===== config.mk =====
export PLATFORM = sky130hd
export DESIGN_NAME = sub_4_serial
export DESIGN_NICKNAME = d
export VERILOG_FILES = /design/src/rtl/sub_4_serial.sv
export SDC_FILE = /design/constraint.sdc
export NUM_CORES = 1
export LEC_CHECK = 0
export BUFFER_PORTS_ARGS = -buffer_cell sky130_fd_sc_hd__clkbuf_2
export CAP_MARGIN = 30
export CORE_MARGIN = 4
export CORE_UTILIZATION = 52
export CTS_CLUSTER_DIAMETER = 80
export CTS_CLUSTER_SIZE = 20
export DETAILED_ROUTE_END_ITERATION = 16
export GPL_TIMING_DRIVEN = 0
export PLACE_DENSITY = 0.75
export REMOVE_ABC_BUFFERS = 1
export SKIP_CTS_REPAIR_TIMING = 1
export SYNTH_ARGS = -nofsm -noshare
export SYNTH_HDL_FRONTEND = slang
export SYNTH_SLANG_ARGS = --single-unit

===== constraint.sdc =====
create_clock -name clk -period 1.6 [get_ports clk]
set_input_delay 0.32 -clock clk [delete_from_list [all_inputs] [get_ports clk]]
set_output_delay 0.32 -clock clk [all_outputs]
set_load 0.02 [all_outputs]

===== src/rtl/sub_4_serial.sv =====
// Bit-serial subtractor: {bout,out} = in_0 - in_1 - bin, one bit per cycle, LSB first.
// Optional build macro SUB_4_SERIAL_SAT_EN clamps a borrowing result to zero.
module sub_4_serial #(
   parameter int WIDTH = 4
) (
   input  logic             clk,
   input  logic             rst_n,
   input  logic [WIDTH-1:0] in_0,
   input  logic [WIDTH-1:0] in_1,
   input  logic             bin,
   input  logic             start,
   output logic [WIDTH-1:0] out,
   output logic             bout,
   output logic             busy,
   output logic             done
);

   localparam int CW = (WIDTH > 1) ? $clog2(WIDTH) : 1;
   localparam logic [CW-1:0] LAST_BIT = CW'(WIDTH - 1);

   typedef enum logic [1:0] {IDLE, SHIFT, DONE} state_t;

   state_t           state_q, state_d;
   logic [WIDTH-1:0] a_q, a_d;
   logic [WIDTH-1:0] b_q, b_d;
   logic [WIDTH-1:0] res_q, res_d;
   logic             br_q, br_d;
   logic [CW-1:0]    cnt_q, cnt_d;
   logic [WIDTH-1:0] out_q, out_d;
   logic             bout_q, bout_d;
   logic             busy_q, busy_d;
   logic             done_q, done_d;

   logic             diff_bit;
   logic             br_next;

   // One full-subtractor slice operating on the current LSBs of the operand shifters.
   assign diff_bit = a_q[0] ^ b_q[0] ^ br_q;
   assign br_next  = (~a_q[0] & b_q[0]) | (~(a_q[0] ^ b_q[0]) & br_q);

   // NOTE: every _d gets a default before the case so no path leaves it unassigned (no latches).
   always_comb begin
      state_d = state_q;
      a_d     = a_q;
      b_d     = b_q;
      res_d   = res_q;
      br_d    = br_q;
      cnt_d   = cnt_q;
      out_d   = out_q;
      bout_d  = bout_q;
      busy_d  = busy_q;
      done_d  = 1'b0;

      case (state_q)
         IDLE: begin
            if (start) begin
               a_d     = in_0;
               b_d     = in_1;
               br_d    = bin;
               cnt_d   = '0;
               busy_d  = 1'b1;
               state_d = SHIFT;
            end
         end
         SHIFT: begin
            a_d   = a_q >> 1;
            b_d   = b_q >> 1;
            res_d = {diff_bit, res_q[WIDTH-1:1]};
            br_d  = br_next;
            cnt_d = cnt_q + 1'b1;
            if (cnt_q == LAST_BIT) begin
               busy_d  = 1'b0;
               state_d = DONE;
            end
         end
         DONE: begin
`ifdef SUB_4_SERIAL_SAT_EN
            out_d  = br_q ? '0 : res_q;
`else
            out_d  = res_q;
`endif
            bout_d = br_q;
            done_d = 1'b1;
            // Results are published and new operands latched on the same edge.
            if (start) begin
               a_d     = in_0;
               b_d     = in_1;
               br_d    = bin;
               cnt_d   = '0;
               busy_d  = 1'b1;
               state_d = SHIFT;
            end else begin
               state_d = IDLE;
            end
         end
         default: state_d = IDLE;
      endcase
   end

   // NOTE: sequential state uses non-blocking assignments only; reset is synchronous here.
   always_ff @(posedge clk) begin
      if (!rst_n) begin
         state_q <= IDLE;
         a_q     <= '0;
         b_q     <= '0;
         res_q   <= '0;
         br_q    <= 1'b0;
         cnt_q   <= '0;
         out_q   <= '0;
         bout_q  <= 1'b0;
         busy_q  <= 1'b0;
         done_q  <= 1'b0;
      end else begin
         state_q <= state_d;
         a_q     <= a_d;
         b_q     <= b_d;
         res_q   <= res_d;
         br_q    <= br_d;
         cnt_q   <= cnt_d;
         out_q   <= out_d;
         bout_q  <= bout_d;
         busy_q  <= busy_d;
         done_q  <= done_d;
      end
   end

   assign out  = out_q;
   assign bout = bout_q;
   assign busy = busy_q;
   assign done = done_q;

endmodule


After elaboration in Yosys (flattened, before gate mapping)

Index checks and enable logic that the tools add are counted.

Mux-type cells: 16
Add/sub/neg operators: 1
Bitwise operators: 7
Equal/unequal tests: 6
Reduce and logical (&&, ||, !) cells: 6

Operators by type and width:

| kind                                                                     | count |
|---|---|
| 4-bit case mux with 2 select lines                                       | 2 |
| 4-bit 2-to-1 mux                                                         | 2 |
| 2-bit 2-to-1 mux                                                         | 3 |
| 2-bit case mux with 3 select lines                                       | 1 |
| 1-bit 2-to-1 mux                                                         | 5 |
| 2-bit equality test (second input constant)                              | 2 |
| 2-bit inequality test (second input constant)                            | 2 |
| 1-bit case mux with 2 select lines                                       | 2 |
| 2-bit case mux with 2 select lines                                       | 1 |
| 2-bit AND reduction                                                      | 2 |
| 3-bit AND reduction                                                      | 1 |
| 2-bit by 1-bit adder with 2-bit output (second input constant)           | 1 |
| 1-bit bitwise AND                                                        | 2 |
| 2-bit by 1-bit equality test with 1-bit output (second input constant)   | 1 |
| 2-bit zero test                                                          | 1 |
| 2-bit by 1-bit inequality test with 1-bit output (second input constant) | 1 |
| 1-bit NOT                                                                | 2 |
| 2-bit nonzero test                                                       | 1 |
| 2-bit OR reduction                                                       | 1 |
| 1-bit bitwise XOR                                                        | 2 |
| 1-bit OR                                                                 | 1 |

Register bits after elaboration: 24
Output and inout port bits: 7
Bits of input ports: 12
Word-level logic and storage cells: 46

Logic depth before layout (Yosys ltp)

Depth in word-level cells: 5
Mapped depth: 5

Worst setup path before layout

Ideal clock, no wire load.

Kind: register -> register
From: register b_q[0]
To: register br_q
Arrival time: 1.025 ns
Clock period less this slack: 1.110 ns
Cell stages (with the launch flop): 6
Path buffers: 0
Required time: 1.514 ns
Setup time: 0.086 ns
Setup slack: 0.490 ns
Cells stage by stage: dfxtp_1 inv_1 fa_1 inv_1 mux2i_1 a211oi_1

Word-level cells in the longest chain between the ends: 5

Ends and longest elaborated chain:

| what                                   | RTL line | source |
|---|---|---|
| start: declaration                     | 25       | `logic [WIDTH-1:0] b_q, b_d;` |
| start signal: assignment               | 105      | `b_q <= '0;` |
| start signal: assignment               | 116      | `b_q <= b_d;` |
| 1-bit bitwise XOR                      | 39       | `assign br_next = (~a_q[0] & b_q[0]) \| (~(a_q[0] ^ b_q[0]) & br_q);` |
| 1-bit NOT                              | 39       |  |
| 1-bit bitwise AND                      | 39       |  |
| 1-bit OR (*)                           | 39       |  |
| 1-bit case mux with 2 select lines (*) | 54       | `case (state_q)` |
| end signal: assignment                 | 118      | `br_q <= br_d;` |
| end: declaration                       | 27       | `logic br_q, br_d;` |

Every way passes the cells marked *; elsewhere a longest branch is shown, timed or not.
A chain may end at the register's enable or synchronous reset.

Worst setup path in the final report

From: register state_q[0]
To: register busy_q (netlist: busy)

Word-level cells in the longest chain between the ends: 4

Ends and longest elaborated chain:

| what                                                                                             | RTL line | source |
|---|---|---|
| start: declaration                                                                               | 23       | `state_t state_q, state_d;` |
| start signal: assignment                                                                         | 114      | `state_q <= state_d;` |
| 2-bit equality test or 2-bit zero test (tied branches)                                           | 54       |  |
| 2-bit OR reduction (no line)                                                                     | -        |  |
| 2-bit by 1-bit inequality test with 1-bit output (no line) or 2-bit nonzero test (tied branches) | -        |  |
| 3-bit AND reduction (no line)                                                                    | -        |  |
| end signal: assignment                                                                           | 122      | `busy_q <= busy_d;` |
| end: declaration                                                                                 | 31       | `logic busy_q, busy_d;` |

Several ways; a longest one is shown, not always the timed one.

==> impl_metrics.yaml <==
status:
  outcome: "finished, final reports clean"
global_route:
  grtUsageMet1_pct: 19.5
  grt_use_met3_pct: 2.87
  first_global_vias: 757
  gr_util_met2_pct: 25.8
  grt_antenna_before_repair: 0
  grt_usage_pct: 15.6
  globalRouteOverflowTotal: 0
  grt_busiest_layer: "met2"
  wire_length_of_the_first_global_routing_pass_mm: 3.13
  maximum_number_of_pins_on_one_net_before_global_route_repair: 24
cells_and_area:
  fin_area_mm2: 0.00113
  final_cells: 146
  register_area_um2: 482
  design.final.nets: 136
  antenna_cells: 0
  drive_gt1_share_pct: 20.7
  multi_input_comb_area_um2: 455
  num-fill-cells: 172
  area_growth_pct: 13.4
critical_path:
  worst-setup-path-type: "reg2reg"
  worstPathArrival_ns: 1.56
  start_kind: "register"
  r2r_cells: 3
  r2r_start: "state_q[0]"
  crit-reg2reg-capture: "busy"
  path_cells: "nand2b_1, o21ai_0, a21oi_1"
  timing.critical_path.to_type: "register"
  critPathRequiredTime_ns: 1.78
  timing.critical_path.fanout_max: 14
  timing.critical_path.slowest_cell_delay_ns: 0.54
  highest_delay_cell_along_the_critical_path: "sky130_fd_sc_hd__dfxtp_2"
  r2r_setup_slack_ns: 0.22
hold_path:
  min_to: "state_q[0]"
  worst_hold_startpoint: "rst_n"
  hold_path_class: "in2reg"
  hold-path-cell-count: 2
cts:
  tritoncts: "built"
  clock-sinks: 24
  cts_root_buf: "sky130_fd_sc_hd__clkbuf_4"
  worst_setup_hold_path_clk_slew_ns: 0.13
  clk_latency_ns: 0.31
  cts-htree-levels: 1
  cts.path.max_buffers: 2
  tritoncts.num_buffers: 3
die:
  io_pins: 19
  initial_core_util_pct: 56.5
  horiz_die_dim_um: 51.8
  cell_row_count: 15
  dieArea_mm2: 0.00268
  core_area_mm2: 0.00176
  die-height_um: 51.8
logic_synthesis:
  post_synth_num_cell_types: 25
  synth_top_cell_area_share_pct: 48.2
  synth_area_per_cell_um2: 9.40
  compound_cell_area_share_of_the_yosys_netlist_pct: 10.8
  synthesis.area_um2: 996
  ys_ff_latch: 24
  netlist.top_cell.by_area: "sky130_fd_sc_hd__dfxtp_1"
  synth_edf_count: 0
  synth-main-ff-cell: "sky130_fd_sc_hd__dfxtp_1"
  synth.yosys.warnings: 0
  synth_xor_area_share_pct: 0.879
  post_synth_mux_area_share_pct: 12.1
  synth-simple-area-share_pct: 18.7
  synthArstFlopShare_pct: 0
  proportion_of_synthesized_chip_area_in_sequential_cells_pct: 48.2
  largest_family_of_logic_cells_by_synthesized_area: "simple AND/OR/NAND/NOR gates"
  post_synth_fa_ha_maj_area_fraction_pct: 3.27
  post_synth_main_area_contributors: "sky130_fd_sc_hd__dfxtp_1 (48%), sky130_fd_sc_hd__mux2i_1 (12%), sky130_fd_sc_hd__a211oi_1 (5.3%)"
  synthesis.instances: 106
timing:
  fmaxAchievable_mhz: 725
  final.setup_skew_ns: 0.00958
  hold_viol_final: 0
  final-max-slew-violation-count: 0
  slew_headroom_pct: 55.2
  final_worst_hold_slack_ns: 0.220
  finalWorstPathRequiredPeriod_ns: 1.38
  rsz_0062_raised_after_global_routing: "false"
  layout_worst_path_cycle_share_pct: 86.2
  post-route-worst-setup-slack_ns: 0.221
  finalSetupViolations: 0
  transition_at_the_pin_with_the_smallest_max_transition_slack_ns: 0.672
detailed_routing:
  drcViolationCount: 0
  dr_total_vias: 753
  detailedRoute.firstPassIterationCount: 3
  detail_route.vias_per_cell: 5.16
  antenna_violation_net_count_after_detailed_routing: 0
  drt-total-wl_mm: 1.70
  initial_detailed_routing_violation_count: 4
  routedWlPerCell_um: 11.7
placement:
  dp_cells: 142
  placement.setup.worst_slack_ns: -0.0526
  detailedPlacementHpwl_mm: 1.22
  port-buffer-count: 18
  post_dp_cell_area_mm2: 0.00108
  gpl.final_weighted_congestion: 0.679
job:
  max_cap_violations: 0
power:
  powerDensity_mw_per_mm2: 1090
  max-vdd-ir-drop_mv: 0.641
  cellLeakagePower_nw: 0.497
-- through the flow --
| stage | util (%) | TNS (ns) | power (mW) |
|---|---|---|---|
| global route | 64.0 | 0 | 1.30 |
| CTS | 64.0 | -0.163 | 1.24 |
| detailed placement | 61.0 | -0.0526 | 0.815 |
| finish | 64.0 | 0 | 1.23 |
| floorplan | - | 0 | 0.771 |
| global placement | 61.0 | 0 | 0.809 |
-- cells in the mapped netlist (2+ instances only) --
master and count:
sky130_fd_sc_hd__a21oi_1 9, sky130_fd_sc_hd__buf_2 2, sky130_fd_sc_hd__nor3_1 8, sky130_fd_sc_hd__and2b_1 2
sky130_fd_sc_hd__nand2_1 11, sky130_fd_sc_hd__a211oi_1 7, sky130_fd_sc_hd__inv_1 5, sky130_fd_sc_hd__nor2_1 7
sky130_fd_sc_hd__nand2b_1 2, sky130_fd_sc_hd__mux2i_1 12, sky130_fd_sc_hd__dfxtp_1 24, sky130_fd_sc_hd__o21ai_0 2
sky130_fd_sc_hd__nand3_1 3
-- state kept, by name, summed over array words and instances, names as in the netlist --
signal   count
a_q          4
b_q          4
bout         1
br_q         1
busy         1
cnt_q        2
done         1
out          4
res_q        4
state_q      2
-- cells in the final DEF (no fill, tap or decap) --
cell type,count
sky130_fd_sc_hd__nor2_1,7
sky130_fd_sc_hd__and2b_1,2
sky130_fd_sc_hd__xnor2_1,1
sky130_fd_sc_hd__nand2_1,11
sky130_fd_sc_hd__and2_1,1
sky130_fd_sc_hd__a211oi_1,7
sky130_fd_sc_hd__nand3_1,3
sky130_fd_sc_hd__dfxtp_2,1
sky130_fd_sc_hd__nand2_4,1
sky130_fd_sc_hd__o21ai_0,2
sky130_fd_sc_hd__fa_1,1
sky130_fd_sc_hd__nor3b_1,1
sky130_fd_sc_hd__nand2b_1,2
sky130_fd_sc_hd__clkbuf_4,3
sky130_fd_sc_hd__bufinv_16,1
sky130_fd_sc_hd__a21oi_1,9
sky130_fd_sc_hd__clkbuf_2,18
sky130_fd_sc_hd__mux2i_1,12
sky130_fd_sc_hd__inv_1,5
sky130_fd_sc_hd__nor3_1,8
sky130_fd_sc_hd__or2b_4,1
sky130_fd_sc_hd__dfxtp_1,23
sky130_fd_sc_hd__ha_1,1
-- per-layer routing --
| layer | vias to the layer above | part of all wire, % |
|---|---|---|
| met4 | 0 | 1.5 |
| met1 | 340 | 48 |
| li1 | 394 | - |
| met3 | 4 | 3.7 |
| met2 | 15 | 47 |
| met5 | - | 0 |
-- kinds of logic (layout without fill, tap and decap cells) --
kind of cell             after synthesis  in the layout
AND/OR/NAND/NOR                       37             37
flip-flops                            24             24
AO/OA/AOI/OAI                         18             18
multiplexers                          12             12
buffers and inverters                 12             27
adder cells (fa/ha/maj)                2              2
XOR/XNOR                               1              1
-- power breakdown --
part,internal [mW],total (mW),switching (mW)
clock,0.253,0.429,0.176
combinational,0.0636,0.140,0.0761
sequential,0.632,0.661,0.0289
-- cell type report --
| cell class | instances | share of cell area [%] |
|---|---|---|
| Clock buffer | 3 | 1.99 |
| Clock inverter | 1 | 2.66 |
| Inverter | 5 | 1.66 |
| Multi-Input combinational cell | 70 | 40.3 |
| Sequential cell | 24 | 42.6 |
| Tap cell | 25 | 2.77 |
| Timing Repair Buffer | 18 | 7.97 |
-- worst max-delay path by stage --
stage,from,end,slack (ns),cells past startpoint
3_5_place_dp,state_q[0],busy,-0.05,3
5_1_grt,state_q[0],busy,0.04,3
4_1_cts,state_q[0],busy,-0.08,3
2_1_floorplan,state_q[0],busy,0.28,3
6_report,state_q[0],busy,0.22,3
3_3_place_gp,state_q[0],busy,0.02,3
-- critical path: cells and delay by family (launching register included) --
family	cells	cell delay, ns
AOI/OAI and AO/OA	2	0.37
DFF	1	0.54
and+or+nand+nor	1	0.34
Note: power is estimated with default switching activity, not from simulation.
